[src/rtl/m_axis_tx_fifo.sv]
// ---------------------------------------------------------------------------
// m_axis_tx_fifo
//   AXI4-Stream master transmitter. Buffers the push-only result stream from
//   the output packers in a small FIFO and launches it onto the AXI-Stream
//   bus through a single output register, honouring TREADY backpressure.
//
// Ports
//   clk, rst            : rising-edge clock, synchronous active-high reset
//   in_valid/data/last  : push interface from the packer (no backpressure)
//   axis_en             : allows new beats to be launched onto the bus
//   axis_clear          : flushes storage, pointers and the overflow flag
//   M_AXIS_*            : AXI-Stream master (TSTRB tied to all ones)
//   fifo_full/almost_full/empty : registered storage-occupancy flags
//   overflow            : sticky, a push was dropped while full
//   frame_done          : one-cycle pulse after a TLAST handshake
//   beat_cnt            : handshakes in the current frame (saturating)
// ---------------------------------------------------------------------------
module m_axis_tx_fifo #(
    parameter int C_M_AXIS_TDATA_WIDTH = 32,
    parameter int FIFO_DEPTH           = 16,
    parameter int ADDR_WIDTH           = 4,
    parameter int ALMOST_FULL_MARGIN   = 2
) (
    input  logic                              clk,
    input  logic                              rst,
    input  logic                              in_valid,
    input  logic [C_M_AXIS_TDATA_WIDTH-1:0]   in_data,
    input  logic                              in_last,
    input  logic                              axis_en,
    input  logic                              axis_clear,
    output logic                              M_AXIS_TVALID,
    output logic [C_M_AXIS_TDATA_WIDTH-1:0]   M_AXIS_TDATA,
    output logic [C_M_AXIS_TDATA_WIDTH/8-1:0] M_AXIS_TSTRB,
    output logic                              M_AXIS_TLAST,
    input  logic                              M_AXIS_TREADY,
    output logic                              fifo_full,
    output logic                              fifo_almost_full,
    output logic                              fifo_empty,
    output logic                              overflow,
    output logic                              frame_done,
    output logic [15:0]                       beat_cnt
);

    localparam int CNT_W = ADDR_WIDTH + 1;
    localparam logic [CNT_W-1:0] DEPTH_C  = CNT_W'(FIFO_DEPTH);
    localparam logic [CNT_W-1:0] MARGIN_C = CNT_W'(ALMOST_FULL_MARGIN);

    // The output register's valid bit is the state itself.
    typedef enum logic {
        OUT_EMPTY = 1'b0,
        OUT_VALID = 1'b1
    } out_state_t;

    // Storage entries hold {last, data}.
    logic [C_M_AXIS_TDATA_WIDTH:0] r_mem [FIFO_DEPTH];
    logic [ADDR_WIDTH-1:0]         r_wr_ptr;
    logic [ADDR_WIDTH-1:0]         r_rd_ptr;
    logic [CNT_W-1:0]              r_count;
    out_state_t                    r_state;

    out_state_t                    w_state_next;
    logic                          w_handshake;
    logic                          w_can_pop;
    logic                          w_pop;
    logic                          w_push;
    logic                          w_drop;
    logic [CNT_W-1:0]              w_count_next;
    logic [C_M_AXIS_TDATA_WIDTH:0] w_head;

    assign w_head        = r_mem[r_rd_ptr];
    assign M_AXIS_TVALID = (r_state == OUT_VALID);
    assign M_AXIS_TSTRB  = '1;

    // NOTE: every signal driven here gets a default first so no path leaves
    // it unassigned, which would otherwise infer a latch.
    always_comb begin
        w_state_next = r_state;
        w_pop        = 1'b0;
        w_handshake  = (r_state == OUT_VALID) && M_AXIS_TREADY;
        // A clear flushes the head too, so nothing is popped that cycle.
        w_can_pop    = axis_en && (r_count != '0) && !axis_clear;

        case (r_state)
            OUT_EMPTY: begin
                if (w_can_pop) begin
                    w_pop        = 1'b1;
                    w_state_next = OUT_VALID;
                end
            end
            OUT_VALID: begin
                // Without a handshake the presented beat is held unchanged.
                if (M_AXIS_TREADY) begin
                    if (w_can_pop) begin
                        w_pop = 1'b1;
                    end else begin
                        w_state_next = OUT_EMPTY;
                    end
                end
            end
            default: w_state_next = OUT_EMPTY;
        endcase

        // A same-cycle pop frees a slot, so a full FIFO can still accept.
        w_push = in_valid && !axis_clear && ((r_count != DEPTH_C) || w_pop);
        w_drop = in_valid && !axis_clear && !w_push;

        w_count_next = r_count;
        if (axis_clear) begin
            w_count_next = '0;
        end else if (w_push && !w_pop) begin
            w_count_next = r_count + 1'b1;
        end else if (w_pop && !w_push) begin
            w_count_next = r_count - 1'b1;
        end
    end

    // NOTE: the storage array is deliberately not reset; pointers and count
    // define which entries are meaningful, and a resettable array would cost
    // a reset net on every bit.
    always_ff @(posedge clk) begin
        if (w_push) begin
            r_mem[r_wr_ptr] <= {in_last, in_data};
        end
    end

    // NOTE: sequential state uses non-blocking assignments only, so every
    // register samples the pre-edge values regardless of statement order.
    always_ff @(posedge clk) begin
        if (rst) begin
            r_wr_ptr         <= '0;
            r_rd_ptr         <= '0;
            r_count          <= '0;
            r_state          <= OUT_EMPTY;
            M_AXIS_TDATA     <= '0;
            M_AXIS_TLAST     <= 1'b0;
            fifo_full        <= 1'b0;
            fifo_almost_full <= 1'b0;
            fifo_empty       <= 1'b1;
            overflow         <= 1'b0;
            frame_done       <= 1'b0;
            beat_cnt         <= '0;
        end else begin
            if (axis_clear) begin
                r_wr_ptr <= '0;
                r_rd_ptr <= '0;
            end else begin
                if (w_push) r_wr_ptr <= r_wr_ptr + 1'b1;
                if (w_pop)  r_rd_ptr <= r_rd_ptr + 1'b1;
            end
            r_count <= w_count_next;
            r_state <= w_state_next;

            // Flags are derived from the next count so they never lag it.
            fifo_full        <= (w_count_next == DEPTH_C);
            fifo_almost_full <= ((DEPTH_C - w_count_next) <= MARGIN_C);
            fifo_empty       <= (w_count_next == '0);

            if (axis_clear) begin
                overflow <= 1'b0;
            end else if (w_drop) begin
                overflow <= 1'b1;
            end

            if (w_pop) begin
                {M_AXIS_TLAST, M_AXIS_TDATA} <= w_head;
            end

            frame_done <= w_handshake && M_AXIS_TLAST;
            if (w_handshake) begin
                if (M_AXIS_TLAST) begin
                    beat_cnt <= '0;
                end else if (beat_cnt != 16'hFFFF) begin
                    beat_cnt <= beat_cnt + 16'd1;
                end
            end
        end
    end

endmodule

[config.mk]
export PLATFORM = sky130hd
export DESIGN_NAME = m_axis_tx_fifo
export DESIGN_NICKNAME = d
export VERILOG_FILES = /design/src/rtl/m_axis_tx_fifo.sv
export SDC_FILE = /design/constraint.sdc
export NUM_CORES = 1
export LEC_CHECK = 0
export ABC_AREA = 0
export BUFFER_PORTS_ARGS = -buffer_cell sky130_fd_sc_hd__buf_2
export CORE_MARGIN = 5
export CORE_UTILIZATION = 55
export CTS_CLUSTER_DIAMETER = 100
export CTS_CLUSTER_SIZE = 28
export DETAILED_ROUTE_END_ITERATION = 16
export PLACE_DENSITY = 0.72
export SETUP_SLACK_MARGIN = 0.05
export SYNTH_ARGS = -nofsm -noshare
export SYNTH_HDL_FRONTEND = slang
export SYNTH_SLANG_ARGS = --single-unit
export TNS_END_PERCENT = 100
[constraint.sdc]
create_clock -name clk -period 10.7 [get_ports clk]
set_input_delay 2.14 -clock clk [delete_from_list [all_inputs] [get_ports clk]]
set_output_delay 2.14 -clock clk [all_outputs]
set_load 0.05 [all_outputs]
# --- Yosys cells after proc, flatten, opt, wreduce, memory -nomap -nowiden ---
# Memory sizes are Yosys's and may differ from the RTL's. A register that Yosys moved wholly into a read port is not among the register bits.
# Cells that the tools add are included.
word_totals:
  register_bits: 35
  latchBits: 0
  mem_bits_rw: 528
  romBits: 0
  inputBits: 39
  output_inout_bits: 59
  elab_cells: 52
  memories: 1
op_classes:
  n_addsub: 6
  n_mul: 0
  n_div: 0
  order_cmp: 1
  n_eq_ne: 3
  n_shift: 0
  mux: 12
  bitwise_logic: 1
  n_reduce_logical: 18
memory_table:
  columns: ["name", "depth", "width", "read_ports", "rd_ports_with_merged_regs", "wr", "line", "text"]
  rows:
  - ["r_mem", 16, 33, 1, 1, 1, "55", "logic [C_M_AXIS_TDATA_WIDTH:0] r_mem [FIFO_DEPTH];"]
ops:
  columns: ["op", "count"]
  rows:
  - ["two-way mux 16 bit", 2]
  - ["adder 16 x 1 -> 16 bit, second input constant", 1]
  - ["inequality test 16 bit, second input constant", 1]
  - ["two-way mux 5 bit", 3]
  - ["logical AND 1 bit", 9]
  - ["adder 4 x 1 -> 4 bit, second input constant", 2]
  - ["adder 5 x 1 -> 5 bit, second input constant", 1]
  - ["equality test 5 bit, second input constant", 1]
  - ["less-or-equal comparator 5 x 2 -> 1 bit, second input constant", 1]
  - ["zero test 5 bit", 1]
  - ["two-way mux 1 bit", 5]
  - ["inequality test 5 bit, second input constant", 1]
  - ["nonzero test 5 bit", 1]
  - ["subtractor 5 x 1 -> 5 bit, second input constant", 1]
  - ["subtractor 5 bit, first input constant", 1]
  - ["case mux 1 bit (2 select lines)", 2]
  - ["zero test 1 bit", 3]
  - ["AND reduction 2 bit", 1]
  - ["nonzero test 2 bit", 1]
  - ["OR reduction 2 bit", 1]
  - ["logical OR 1 bit", 1]
  - ["inverter 1 bit", 1]

# --- Depth between registers and ports, before layout ---
# Gate-level depths: netlist (run 1).
depth:
  depth_word: 15
  depth_mapped: 14
  depth_no_buf: 14

# --- Worst setup path after synthesis (run 1) ---
# Ideal clock, no wire load.
synth_timing:
  kind: "input -> register"
  startpoint: "input axis_clear"
  endpoint: "memory r_mem[3][0] (netlist name), enable pin"
  t_arrival_ps: 5648
  setup_slack_ps: 4587
  cell_stages: 7
  n_path_buf: 2
  path_cell_list: "clkbuf_1 nor2b_1 nand3_4 buf_2 a21oi_2 nand2_1 nor3_1"
synth_between:
  elab_chain_len: 9
  word_cells_on_any_way: 10
synth_lines:
  columns: ["item", "line", "text"]
  rows:
  - ["start: declaration", "30", "input logic axis_clear,"]
  - ["zero test 1 bit (*)", "81, 104", null]
  - ["logical AND 1 bit", "81", "w_can_pop = axis_en && (r_count != '0) && !axis_clear;"]
  - ["two-way mux 1 bit", "85, 93", null]
  - ["two-way mux 1 bit", "92", "if (M_AXIS_TREADY) begin"]
  - ["case mux 1 bit (2 select lines)", "83", "case (r_state)"]
  - ["logical OR 1 bit", "104", "w_push = in_valid && !axis_clear && ((r_count != DEPTH_C) || w_pop);"]
  - ["logical AND 1 bit (*)", "104", null]
  - ["two-way mux 1 bit (*)", "121", "if (w_push) begin"]
  - ["two-way mux 1 bit (not written as such) (*)", "122", "r_mem[r_wr_ptr] <= {in_last, in_data};"]
  - ["end: declaration", "55", null]
# Mark *: on every way between the ends. The rest lies on a longest branch, timed or not.

# --- Final worst setup path (run 1) ---
layout_timing:
  startpoint: "input axis_clear"
  endpoint: "register fifo_almost_full"
layout_between:
  elab_chain_len: 14
  word_cells_on_any_way: 17
layout_lines:
  columns: ["item", "line", "text"]
  rows:
  - ["zero test 1 bit", "81, 104", null]
  - ["logical AND 1 bit", "81", null]
  - ["two-way mux 1 bit", "85, 93", null]
  - ["two-way mux 1 bit", "92", null]
  - ["case mux 1 bit (2 select lines)", "83", null]
  - ["logical OR 1 bit", "104", null]
  - ["logical AND 1 bit", "104", null]
  - ["zero test 1 bit", "112", "end else if (w_pop && !w_push) begin"]
  - ["logical AND 1 bit", "112", null]
  - ["two-way mux 5 bit", "112", null]
  - ["two-way mux 5 bit", "110", "end else if (w_push && !w_pop) begin"]
  - ["two-way mux 5 bit (*)", "108", "if (axis_clear) begin"]
  - ["subtractor 5 bit (*)", "155", "fifo_almost_full <= ((DEPTH_C - w_count_next) <= MARGIN_C);"]
  - ["less-or-equal comparator 5 x 2 -> 1 bit (*)", "155", null]
  - ["end signal: assignment", "155", null]
  - ["end: declaration", "37", "output logic fifo_almost_full,"]
# Marks and branches as above.
# A chain may end at the register's enable or synchronous reset.

==> results of run 1 <==
-- cell families (layout without fill, tap and decap cells) --
group	count (synthesis)	in the layout	synth area share, %
XOR/XNOR	21	21	0.806
AO/OA/AOI/OAI	50	50	1.20
flip-flops	596	596	75.5
buffers and inverters	69	155	1.29
AND/OR/NAND/NOR	189	189	3.83
multiplexers	173	173	16.7
other	1	4	0.0164
adder cells (fa/ha/maj)	13	13	0.713
-- per-layer routing --
metal / GRT usage [%] / routed length [um] / up-vias
li1: - / - / 4608
met2: 29.2 / 20400 / 493
met1: 34.8 / 20600 / 5723
met5: 0 / 0 / -
met3: 4.30 / 4550 / 37
met4: 2.61 / 515 / 0
-- cell type report --
type / count / area [sq um] / area share [%]
repair buffers: 101 / 538 / 2.19
inverters: 8 / 30.0 / 0.122
clock inverters: 3 / 33.8 / 0.137
well taps: 532 / 666 / 2.70
multi-input cells: 450 / 5420 / 22.0
clock buffers: 43 / 693 / 2.82
flip-flops and latches: 596 / 17200 / 70.0
-- power breakdown --
| group | total (mW) | leakage (nW) | switching [mW] | internal (mW) |
|---|---|---|---|---|
| Clock | 1.12 | 0.348 | 0.663 | 0.455 |
| Combinational | 0.137 | 1.91 | 0.0973 | 0.0396 |
| Sequential | 2.54 | 5.31 | 0.00653 | 2.54 |
| Total | 3.80 | 7.56 | 0.767 | 3.03 |
-- through the flow --
stage	instance area [sq um]	worst slack (ns)	hold WS (ns)	utilization (%)
after detailed placement	23900	5.20	0.445	58.4
after global placement	23900	5.27	0.441	58.4
after floorplan	22800	4.59	0.554	-
after global routing	24600	5.47	0.478	60.1
after CTS	24600	5.78	0.459	60.1
final	24600	5.79	0.457	60.1
-- flip-flops by register name, summed over array words and instances, names as in the netlist --
signal	flops
frame_done	1
r_wr_ptr	4
M_AXIS_TDATA	32
fifo_empty	1
beat_cnt	16
fifo_almost_full	1
fifo_full	1
overflow	1
r_rd_ptr	4
r_count	5
r_mem	528
M_AXIS_TVALID	1
M_AXIS_TLAST	1
-- placed cells by master, fill, tap and decap left out, drive strengths merged, types with 2 or more instances in the layout --
cell	netlist	final
edfxtp	528	528
mux4	165	165
buf	24	101
nand2	83	83
dfxtp	68	68
nor2	47	47
clkbuf	37	43
a21oi	41	41
xor2	16	16
nand3	16	16
ha	13	13
inv	8	10
nand4	6	6
and3	6	6
nor3	6	6
nand2b	5	5
mux2i	5	5
xnor2	5	5
nor2b	4	4
and4	4	4
conb	1	4
a31oi	3	3
mux2	3	3
o21ai	2	2
or2	2	2
nor3b	2	2
or4b	2	2
-- final timing paths --
kind | startpoint | endpoint | slack (ns)
setup / recovery | axis_clear | fifo_almost_full | 5.79
hold / removal | M_AXIS_TDATA[24] | M_AXIS_TDATA[24] | 0.46
setup reg to reg | r_count[0] | fifo_almost_full | 6.87
hold reg to reg | M_AXIS_TDATA[24] | M_AXIS_TDATA[24] | 0.46
-- worst max-delay path: cells and delay by family --
| kind | cells | cell delay [ns] |
|---|---|---|
| and+or+nand+nor | 6 | 1.83 |
| adders and majority gates | 2 | 0.57 |
| AOI/OAI and AO/OA | 2 | 0.73 |
| buffers and inverters | 1 | 0.15 |
-- cell usage after synthesis, types with 2 or more instances --
cell | instances | area, sq um
sky130_fd_sc_hd__edfxtp_1 | 528 | 15900
sky130_fd_sc_hd__o21ai_1 | 2 | 10.0
sky130_fd_sc_hd__mux2i_1 | 5 | 50.1
sky130_fd_sc_hd__mux4_2 | 165 | 3720
sky130_fd_sc_hd__and3_1 | 6 | 37.5
sky130_fd_sc_hd__buf_4 | 4 | 30.0
sky130_fd_sc_hd__nor3_1 | 6 | 30.0
sky130_fd_sc_hd__dfxtp_1 | 68 | 1360
sky130_fd_sc_hd__and4_1 | 4 | 35.0
sky130_fd_sc_hd__or2_2 | 2 | 12.5
sky130_fd_sc_hd__nand3_1 | 15 | 75.1
sky130_fd_sc_hd__a31oi_1 | 3 | 18.8
sky130_fd_sc_hd__clkbuf_1 | 37 | 139
sky130_fd_sc_hd__nand4_1 | 6 | 37.5
sky130_fd_sc_hd__a21oi_1 | 40 | 200
sky130_fd_sc_hd__mux2_2 | 2 | 22.5
sky130_fd_sc_hd__nand2b_1 | 5 | 31.3
sky130_fd_sc_hd__ha_1 | 13 | 163
sky130_fd_sc_hd__nor2b_1 | 4 | 25.0
sky130_fd_sc_hd__xor2_1 | 16 | 140
sky130_fd_sc_hd__buf_1 | 4 | 15.0
sky130_fd_sc_hd__buf_2 | 16 | 80.1
sky130_fd_sc_hd__nand2_1 | 83 | 312
sky130_fd_sc_hd__nor3b_1 | 2 | 15.0
sky130_fd_sc_hd__inv_1 | 8 | 30.0
sky130_fd_sc_hd__xnor2_1 | 5 | 43.8
sky130_fd_sc_hd__nor2_1 | 47 | 176
==> metrics list, run 1 <==
- Crit path max fanout: 39
* Die Wd: 214 um
- Vias in the first global route: about 11000
- In this run, post-CTS repair resized a total of 0 instances.
* Final-stage net count: 1234
- Entering global routing, the biggest net connects 106 pins.
* Synth Flop Type: sky130_fd_sc_hd__edfxtp_1
- CTS built an H-tree with a depth of 1.
- Number of instances on the worst hold path: 2
- The routed design could run at a clock period as short as between 4 and 5 ns.
- Once the clock tree was built, the setup fixing pass inserted 0 buffers.
- The total count of max-transition violations in the final report came to 0.
* Total via count in the routed design: between 10000 and 15000
* Layout Cells excl Fill: between 1500 and 2000
- Row cnt: between 70 and 80
* Slowest cell on the critical path: sky130_fd_sc_hd__and3_2
* Share of cells above drive strength 1: a little over a quarter
- The core region is just over 0.04 sq mm.
* Number of enable-type register cells in the synthesized netlist: approximately 530
* Setup Crit Path Kind: input pin to register
* Die Footprint: between 0.04 and 0.05 sq mm
- Worst supply voltage drop on vdd: between 0.15 and 0.2 mV
- Max_cap viols: 0
* DRC violations left: 0
- The signal on the critical path passes through buf_2, nor2b_1, and3_2, o21ai_1, ha_1, and3_1, ha_1, nor3b_1, nand2_1, a2111o_1, nand3_1.
* Total GRT Usage: a little over 20%
- Dividing total power by cell area gives a power density of around 150 mW/mm^2.
- Initial cell density of the core: about 56%
- Required time at the endpoint of the critical path: roughly 11 ns
- Status: complete, no violations
- Between clock sinks in the finished design, the worst skew comes to 0.0193 ns.
- Counting along the longest clock path gives a buffer depth of 3.
* Final Routed Wirelength: 46200 um
* Syn_area_per_cell: about 20 sq um
* First-pass GRT wire length: ~70000 um
- Synthesis produced 1112 cells.
- Total grt overflow: 0
* Number of search-and-repair iterations in the first detailed-routing pass: 5
- From bottom edge to top edge, the die measures roughly 210 um.
- Placed insts: between 1500 and 2000
- Setup violators final: 0
- After the first detailed-routing iteration, the DRC count stood at 1353.
* Total leakage power: ~7.6 nW
* Number of cells on the worst reg-to-reg path: 13
* Sequential area share after synthesis: between 70% and 80%
* Root cell of the clock tree: sky130_fd_sc_hd__clkbuf_16
- Worst path arrival time: approximately 5.4 ns
- The number of clock buffers added by TritonCTS is 25.
- Clock-pin slew was measured on the worst setup and hold paths at 0.11 ns.
* Diode count: 0
* DRT antenna net count: 0
- For this design the top-level I/O count stands at approximately 100.
- The tree built by TritonCTS fans out to slightly below 600 sinks.
- Summing internal, switching and leakage power gives around 3.8 mW.
* Synth async-reset ratio: 0%
* Latest clock arrival within the worst-skew pair: about 0.57 ns
- The hold violation total from the final report is 0.
- For this run, the number of Yosys warnings is 0.
- Number of synthesized register bits: 596
- The number of antenna violations at the first check in global routing came to 1.
- In this run the tightest slew margin relative to its limit is about a quarter.
- In this run the worst hold path is classified as register to register.
- Routability-driven placement congestion ratio: about 0.84
* Setup total negative slack: 0 ns
* Relative area change from synthesis to final layout: 7.89%
- CP Launch Type: input pin
* Unrepaired setup endpoints after global routing: false
- Portion of the clock cycle consumed by the worst path in the final layout: around 46%
- For the pin with the worst max-slew slack, the measured transition is roughly 1.1 ns.
- CTS tree: yes
* Routed WL per cell: 26.6 um
* Hpwl dp: 28800 um
- Summing every instance area after synthesis gives about 0.023 sq mm.
* Kind of end point of the critical path: register
* Unique cell type count in the Yosys netlist: 43
- Via density per instance: around 6.3
- Maximum clock rate: 204 MHz
* Number of fill cells: about 2900
- For this design, the CTS-stage hold fixing added 0 buffers.
- On the worst path, the slowest cell contributes a delay of around 0.90 ns.
- The count of buffers added on input and output ports is 93.
- Most prevalent standard cell on the critical path: sky130_fd_sc_hd__ha_1
(Power assumes the default switching activity.)
==> run 2: changes to the inputs <==
--- a/config.mk
+++ b/config.mk
@@ -12,7 +12,7 @@
 export CTS_CLUSTER_DIAMETER = 100
 export CTS_CLUSTER_SIZE = 28
 export DETAILED_ROUTE_END_ITERATION = 16
-export PLACE_DENSITY = 0.72
+export PLACE_DENSITY = 0.75
 export SETUP_SLACK_MARGIN = 0.05
 export SYNTH_ARGS = -nofsm -noshare
 export SYNTH_HDL_FRONTEND = slang
==> constraint.sdc (replaced) <==
create_clock -name clk -period 4.4 [get_ports clk]
set_input_delay 0.88 -clock clk [delete_from_list [all_inputs] [get_ports clk]]
set_output_delay 0.88 -clock clk [all_outputs]
set_load 0.05 [all_outputs]
==> run 2 against run 1 <==
Compared with the run above: final area rose by 1.3%; combinational power grew 140%; sequential power rose by 140%; clock skew grew 0.013 ns; global-route usage increased by 0.12 points; sequential cell count stayed put; die area unchanged; hold slack better by 0.00052 ns; total power increased by 140%; via count down 0.55%.
==> metrics list, run 2 (synthesized netlist as in run 1, its figures left out) <==
* Latest clock arrival within the worst-skew pair: 0.59 ns
- Initial DRC count: between 1000 and 1500
- Met3 GRT Util: 2.90%
- Setup violations remaining at the end of the flow were counted as 0.
* Die Wd: around 210 um
- Final-stage net count: 1262
- DRT antenna net count: 0
* Flip-flop count of the largest register after layout: 528
- Pin count of the biggest net entering global routing: 55
* Number of search-and-repair iterations in the first detailed-routing pass: 7
- Setup total negative slack: 0 ns
- Part of the total power dissipated in combinational logic: under 10%
* Fin Clk Skew: between 0.03 and 0.04 ns
- Final period demand of the worst path: 3.58 ns
* Antenna violations before repair: 0
* Worst-case headroom to the max-slew limit: between 20% and 30%
* Floorplan core area: between 0.04 and 0.05 sq mm
- Global routing used approximately a fifth of the available tracks.
- Of all nets on the critical path, the largest fanout is 17.
* Switching Fraction: about a fifth
- The hold violation total from the final report is 0.
- The longest clock path from root to sink contains 3 buffers.
* Number of buffers and inverters on the critical path: 1
- Data arrives at the worst endpoint at 4.09 ns.
- For the pin with the worst max-slew slack, the measured transition is between 1 and 1.5 ns.
* Most common library cell in the layout ignoring fill and taps: sky130_fd_sc_hd__edfxtp_1
* Hold path start: M_AXIS_TDATA[26]
- Global routing used between 30% and 40% of the available met1 tracks.
* Total CTS buffers: 25
- Cells with a size suffix above 1 make up between 20% and 30% of the layout.
- Relative area change from synthesis to final layout: 9.34%
- Internal power component: 7.37 mW
* Cells resized by post-CTS repair: 0
- Summing over every cut layer, the via total after detailed routing is approximately 11000.
- Quantity of I/O buffers inserted on ports: 93
- Fraction of power consumed by sequential logic: about two thirds
- Cell-by-cell trace of the critical path: inv_1, ha_1, or4b_4, nand3_4, mux2i_1, mux2i_1, ha_1, and3_1, ha_1, nor3b_1, nand2_1, a2111o_1, nand3_1
* Most prevalent standard cell on the critical path: sky130_fd_sc_hd__ha_1
- The register with the most flip-flops in the final layout is r_mem.
- Sw Pwr: around 1.8 mW
- First-pass GRT wire length: 69900 um
- Vias in the first global route: between 10000 and 15000
- Kind of end point of the critical path: register
- I/O pin count: between 90 and 100
- Diode count: 0
* Critical path's top delay family: simple AND/OR/NAND/NOR gates
- Post-CTS setup buffer count: 0
* Max_cap viols: 0
- Height of the die: 214 um
- The tree built by TritonCTS fans out to 596 sinks.
- The worst setup path is of the register to register kind.
- Top Registers: r_mem x528, M_AXIS_TDATA x32, beat_cnt x16
- IR analysis of the VDD net gives a maximum drop of 0.533 mV.
* Routed WL per cell: roughly 27 um
- Global routing used about a third of the available met2 tracks.
- # hold bufs at CTS: 0
- Portion of the clock cycle consumed by the worst path in the final layout: 81.4%
- The global routing stage identified its most utilized layer as met2.
- At the end of routability-driven placement, the weighted congestion stood at 0.816.
- Slowest cell on the critical path: sky130_fd_sc_hd__or4b_4
- Final Routed Wirelength: between 40000 and 50000 um
* Initial cell density of the core: between 50 and 60%
* H-tree depth: 1
- The path class of the tightest hold or removal check is register to register.
* CP Launch Type: register
* Row cnt: 74
- Area of all placed cells without fillers: about 0.025 sq mm
* Status: complete, no violations
* Required time at the endpoint of the critical path: 4.91 ns
- The die covers between 0.04 and 0.05 sq mm.
- The critical path starts at r_count[0].
- Number of fill cells: 2829
- The total overflow left after global routing is 0.
- Power density relative to cell area: 369 mW/mm^2
* Clock input transition at the sequential cells of the worst setup and hold paths: 0.10 ns
* Instance area after placement: 0.0242 sq mm
* Maximum clock rate: between 200 and 300 MHz
* Leading cell types in the layout, fill and taps excluded: sky130_fd_sc_hd__edfxtp_1, sky130_fd_sc_hd__mux4_2, sky130_fd_sc_hd__buf_2, sky130_fd_sc_hd__nand2_1, sky130_fd_sc_hd__dfxtp_1
- R2R Path Start: r_count[0]
* DRC violations left: 0
* Via density per instance: 6.14
* Hpwl dp: around 30000 um
* Slew Limit Fails: 0
- Per report_power, the clock group accounts for 29.4% of the total.
* Total leakage power: roughly 7.7 nW
* Unrepaired setup endpoints after global routing: false
* Peak per-stage delay on the critical path: approximately 0.52 ns
* CTS tree: yes
- Root cell of the clock tree: sky130_fd_sc_hd__clkbuf_16
## run 2: cell types whose count changed in the layout (fill, tap and decap cells not counted)
cell,previous run,this run
sky130_fd_sc_hd__clkinv_2,1,0
sky130_fd_sc_hd__buf_12,1,9
sky130_fd_sc_hd__nor3_2,4,0
sky130_fd_sc_hd__nor3_4,0,4
sky130_fd_sc_hd__buf_4,7,27
## run 2: worst paths after layout
path | endpoint | slack, ns | cells past startpoint
setup / recovery | fifo_almost_full | 0.82 | 13
setup reg to reg | fifo_almost_full | 0.82 | 13
hold reg to reg | M_AXIS_TDATA[26] | 0.46 | 2
hold / removal | M_AXIS_TDATA[26] | 0.46 | 2
## run 2: power groups by stage
stage	logic, mW	clock network [mW]	registers (mW)
finish	0.325	2.71	6.19
global route	0.350	2.98	6.19
CTS	0.329	2.77	6.19
detailed placement	0.330	0	6.31
global placement	0.320	0	6.31
floorplan	0.144	0	6.35
## run 2: final cells by class
class	count	area, sq um	area share [%]
Sequential cell	596	17200	69.1
Multi-Input combinational cell	450	5450	21.8
Timing Repair Buffer	129	848	3.40
Clock buffer	43	693	2.78
Tap cell	532	666	2.67
Inverter	8	30.0	0.120
Clock inverter	2	28.8	0.115
## run 2: layer usage
metal | share of wire [%] | wire length, um
met5 | 0 | 0
met4 | 1.9 | 880
met3 | 7.3 | 3430
met2 | 50 | 23600
met1 | 41 | 19000
## run 2: worst min-delay path: cells and delay by family (launching register included)
kind / cells / cell delay (ns)
simple gates: 1 / 0.05
compound gates: 1 / 0.05
flops: 1 / 0.32
## run 2: stage by stage
step	hold WS [ns]	instances	setup slack, ns	total power, mW	utilization [%]
after floorplan	0.554	1115	0.429	6.49	-
after global placement	0.440	1715	0.649	6.63	59.2
after detailed placement	0.444	1715	0.561	6.64	59.2
after CTS	0.459	1760	0.810	9.28	60.9
after global routing	0.480	1760	0.503	9.52	60.9
final	0.457	1760	0.819	9.22	60.9
==> run 3: changes to the inputs <==
==> constraint.sdc (replaced) <==
create_clock -name clk -period 3.1 [get_ports clk]
set_input_delay 0.62 -clock clk [delete_from_list [all_inputs] [get_ports clk]]
set_output_delay 0.62 -clock clk [all_outputs]
set_load 0.05 [all_outputs]
==> run 3 against run 2 <==
Compared with the run above: final area rose by 1.4%; non-clock buffer count rose by 23; combinational power rose by 42%; total power rose by 42%; die area unchanged; clock skew is 0.0096 ns lower; clock power increased by 44%; global-route usage hardly changed; routed wire length is 0.36% lower.
==> metrics list, run 3 (synthesized netlist as in run 1, its figures left out) <==
- Max_cap viols: 0
- Fin worst setup slack: between 0.15 and 0.2 ns
- The run finished with clean final reports.
- Power density relative to cell area: around 520 mW/mm^2
* Part of the total power dissipated in combinational logic: 3.5%
- Final count of hold timing violations: 0
- CTS built an H-tree with a depth of 1.
- The completed layout was analyzed and its total power is between 10 and 15 mW.
- The die covers roughly 0.046 sq mm.
- Row cnt: between 70 and 80
- DRT antenna net count: 0
* Height of the die: 214 um
* Hpwl dp: ~27000 um
- r_mem holds more flip-flops than any other register.
- After clock tree synthesis, the flow added hold-fix buffers numbering 0.
- In the finished design, the share of the clock period the worst path needs comes to between 90% and 100%.
- The analysis attributes to cell leakage a power of 7.87 nW.
* Transition time at the pin with the least slew margin: 0.665 ns
* Unrepaired setup endpoints after global routing: false
- First-pass GRT wire length: approximately 70000 um
- Relative to the synthesized area, the layout overhead comes to 10.8%.
* Number of search-and-repair iterations in the first detailed-routing pass: 5
- After detailed routing, the number of remaining DRC violations is 0.
* Initial DRC count: between 1000 and 1500
- The total count of max-transition violations in the final report is 0.
- The via count of the first global-routing pass is roughly 11000.
* Setup slack at placement: -0.0124 ns
- Wires add up to 46700 um.
- The later pin in the worst-skew pair is clocked with a latency of about 0.6 ns.
- Initial cell density of the core: 55.7%
* Leading cell types in the layout, fill and taps excluded: sky130_fd_sc_hd__edfxtp_1, sky130_fd_sc_hd__mux4_2, sky130_fd_sc_hd__buf_2, sky130_fd_sc_hd__nand2_1, sky130_fd_sc_hd__dfxtp_1
- Input and output buffers added on the ports amount to 93.
- Leaving out fill and tap cells, the most frequent cell in the layout is sky130_fd_sc_hd__edfxtp_1.
- The worst setup path is of the register to register kind.
- Kind of end point of the critical path: register
- STA puts the critical path data arrival time at approximately 3.5 ns.
* Via density per instance: 6.16
- Internal power component: 10.5 mW
- I/O pin count: 98
- Routability-driven placement congestion ratio: 0.854
- Worst-case headroom to the max-slew limit: between 50 and 60%
* CP Launch Type: register
* Total via count in the routed design: 11000
- STA puts the critical path data required time at approximately 3.6 ns.
* Part of the power in the clock network: ~30%
- The clock arrives with ~0.023 ns of skew.
- The die is between 200 and 250 um wide.
- Root cell of the clock tree: sky130_fd_sc_hd__clkbuf_16
- After detailed routing, the average wire length per cell comes to ~26 um.
- Clock input transition at the sequential cells of the worst setup and hold paths: 0.11 ns
* Share of cells above drive strength 1: 30.9%
- Antenna violations before repair: 3
- Flip-flop count of the largest register after layout: between 500 and 600
- The worst path in the final design needs a cycle of between 2 and 3 ns, including I/O delays and setup.
* Worst hold path type: input pin to register
- Floorplan core area: ~0.041 sq mm
- Buffers inserted during clock tree synthesis total 25.
- The final layout contains 1285 nets.
- Sw Pwr: 2.63 mW
* Fraction of power consumed by sequential logic: around two thirds
* # clock sinks: 596
* Longest Clk Path Bufs: 3
- Derived from the worst setup path, the maximum achievable clock frequency is 342 MHz.
- Final hold analysis gives a worst-case slack of roughly 0.36 ns.
- For this run, the total global-route usage over all layers was measured as 20.7%.
* Pin count of the biggest net entering global routing: a little under 50
- Diode count: 0
- Along the worst path, the maximum fanout reaches 5.
* Top Registers: r_mem x528, M_AXIS_TDATA x32, beat_cnt x16
* Total grt overflow: 0
- Switching Fraction: 20.0%
- Setup violators final: 0
- Across the VDD grid, the largest voltage drop is about 0.44 mV.
* CTS tree: yes
run 3: per-layer routing:
layer / vias up / share of wire, % / track usage, %
li1: 4713 / - / -
met1: 5801 / 41 / 30.4
met2: 421 / 51 / 35.1
met3: 48 / 6.9 / 2.43
met4: 6 / 1.3 / 3.38
met5: - / 0.073 / 0
run 3: cell type report:
type	count	area, sq um
clock buffer	44	697
tap	532	666
clock inverter	2	40.0
inverter	8	30.0
sequential	596	17200
multi-input combinational	450	5500
timing repair buffer	152	1120
fill	2811	15600
run 3: what timing repair did:
action | in CTS | in global routing
buffers inserted | 1 | 3
setup endpoints to repair | 1 | 1
gates cloned | 0 | 0
gates resized for setup | 1 | 11
pin swaps | 0 | 4
run 3: worst paths after layout:
path / slack (ns) / from / endpoint / depth (start not counted)
worst max register to register: 0.17 / r_count[0] / fifo_almost_full / 12
worst max-delay path: 0.17 / r_count[0] / fifo_almost_full / 12
worst min register to register: 0.46 / M_AXIS_TDATA[15] / M_AXIS_TDATA[15] / 2
worst min-delay path: 0.36 / axis_clear / M_AXIS_TVALID / 4
run 3: power by group through the flow:
| stage | registers (mW) | clock network (mW) | logic [mW] |
|---|---|---|---|
| 3_5_place_dp | 8.96 | 0 | 0.454 |
| 5_1_grt | 8.78 | 4.28 | 0.504 |
| 4_1_cts | 8.77 | 3.98 | 0.456 |
| 6_report | 8.77 | 3.89 | 0.463 |
| 2_1_floorplan | 9.01 | 0 | 0.207 |
| 3_3_place_gp | 8.95 | 0 | 0.440 |
run 3: stage by stage:
step                      utilization [%]  setup TNS, ns  std cells  instance area, sq um
after floorplan                         -              0       1115                 22900
after global routing                 61.8              0       1784                 25300
after CTS                            61.6              0       1781                 25200
final                                61.8              0       1784                 25300
after global placement               59.8              0       1734                 24500
after detailed placement             59.8        -0.0124       1734                 24500
run 3: worst max-delay path, cell delays in order (launching register included):
cell and delay [ns]:
sky130_fd_sc_hd__dfxtp_2 0.34, sky130_fd_sc_hd__inv_2 0.08, sky130_fd_sc_hd__ha_4 0.13, sky130_fd_sc_hd__or4b_4 0.50
sky130_fd_sc_hd__nand3_4 0.11, sky130_fd_sc_hd__mux2i_2 0.22, sky130_fd_sc_hd__mux2i_1 0.27, sky130_fd_sc_hd__ha_2 0.22
sky130_fd_sc_hd__and3_4 0.18, sky130_fd_sc_hd__ha_1 0.11, sky130_fd_sc_hd__nor3b_2 0.18, sky130_fd_sc_hd__or4b_4 0.49
sky130_fd_sc_hd__nand3_2 0.07
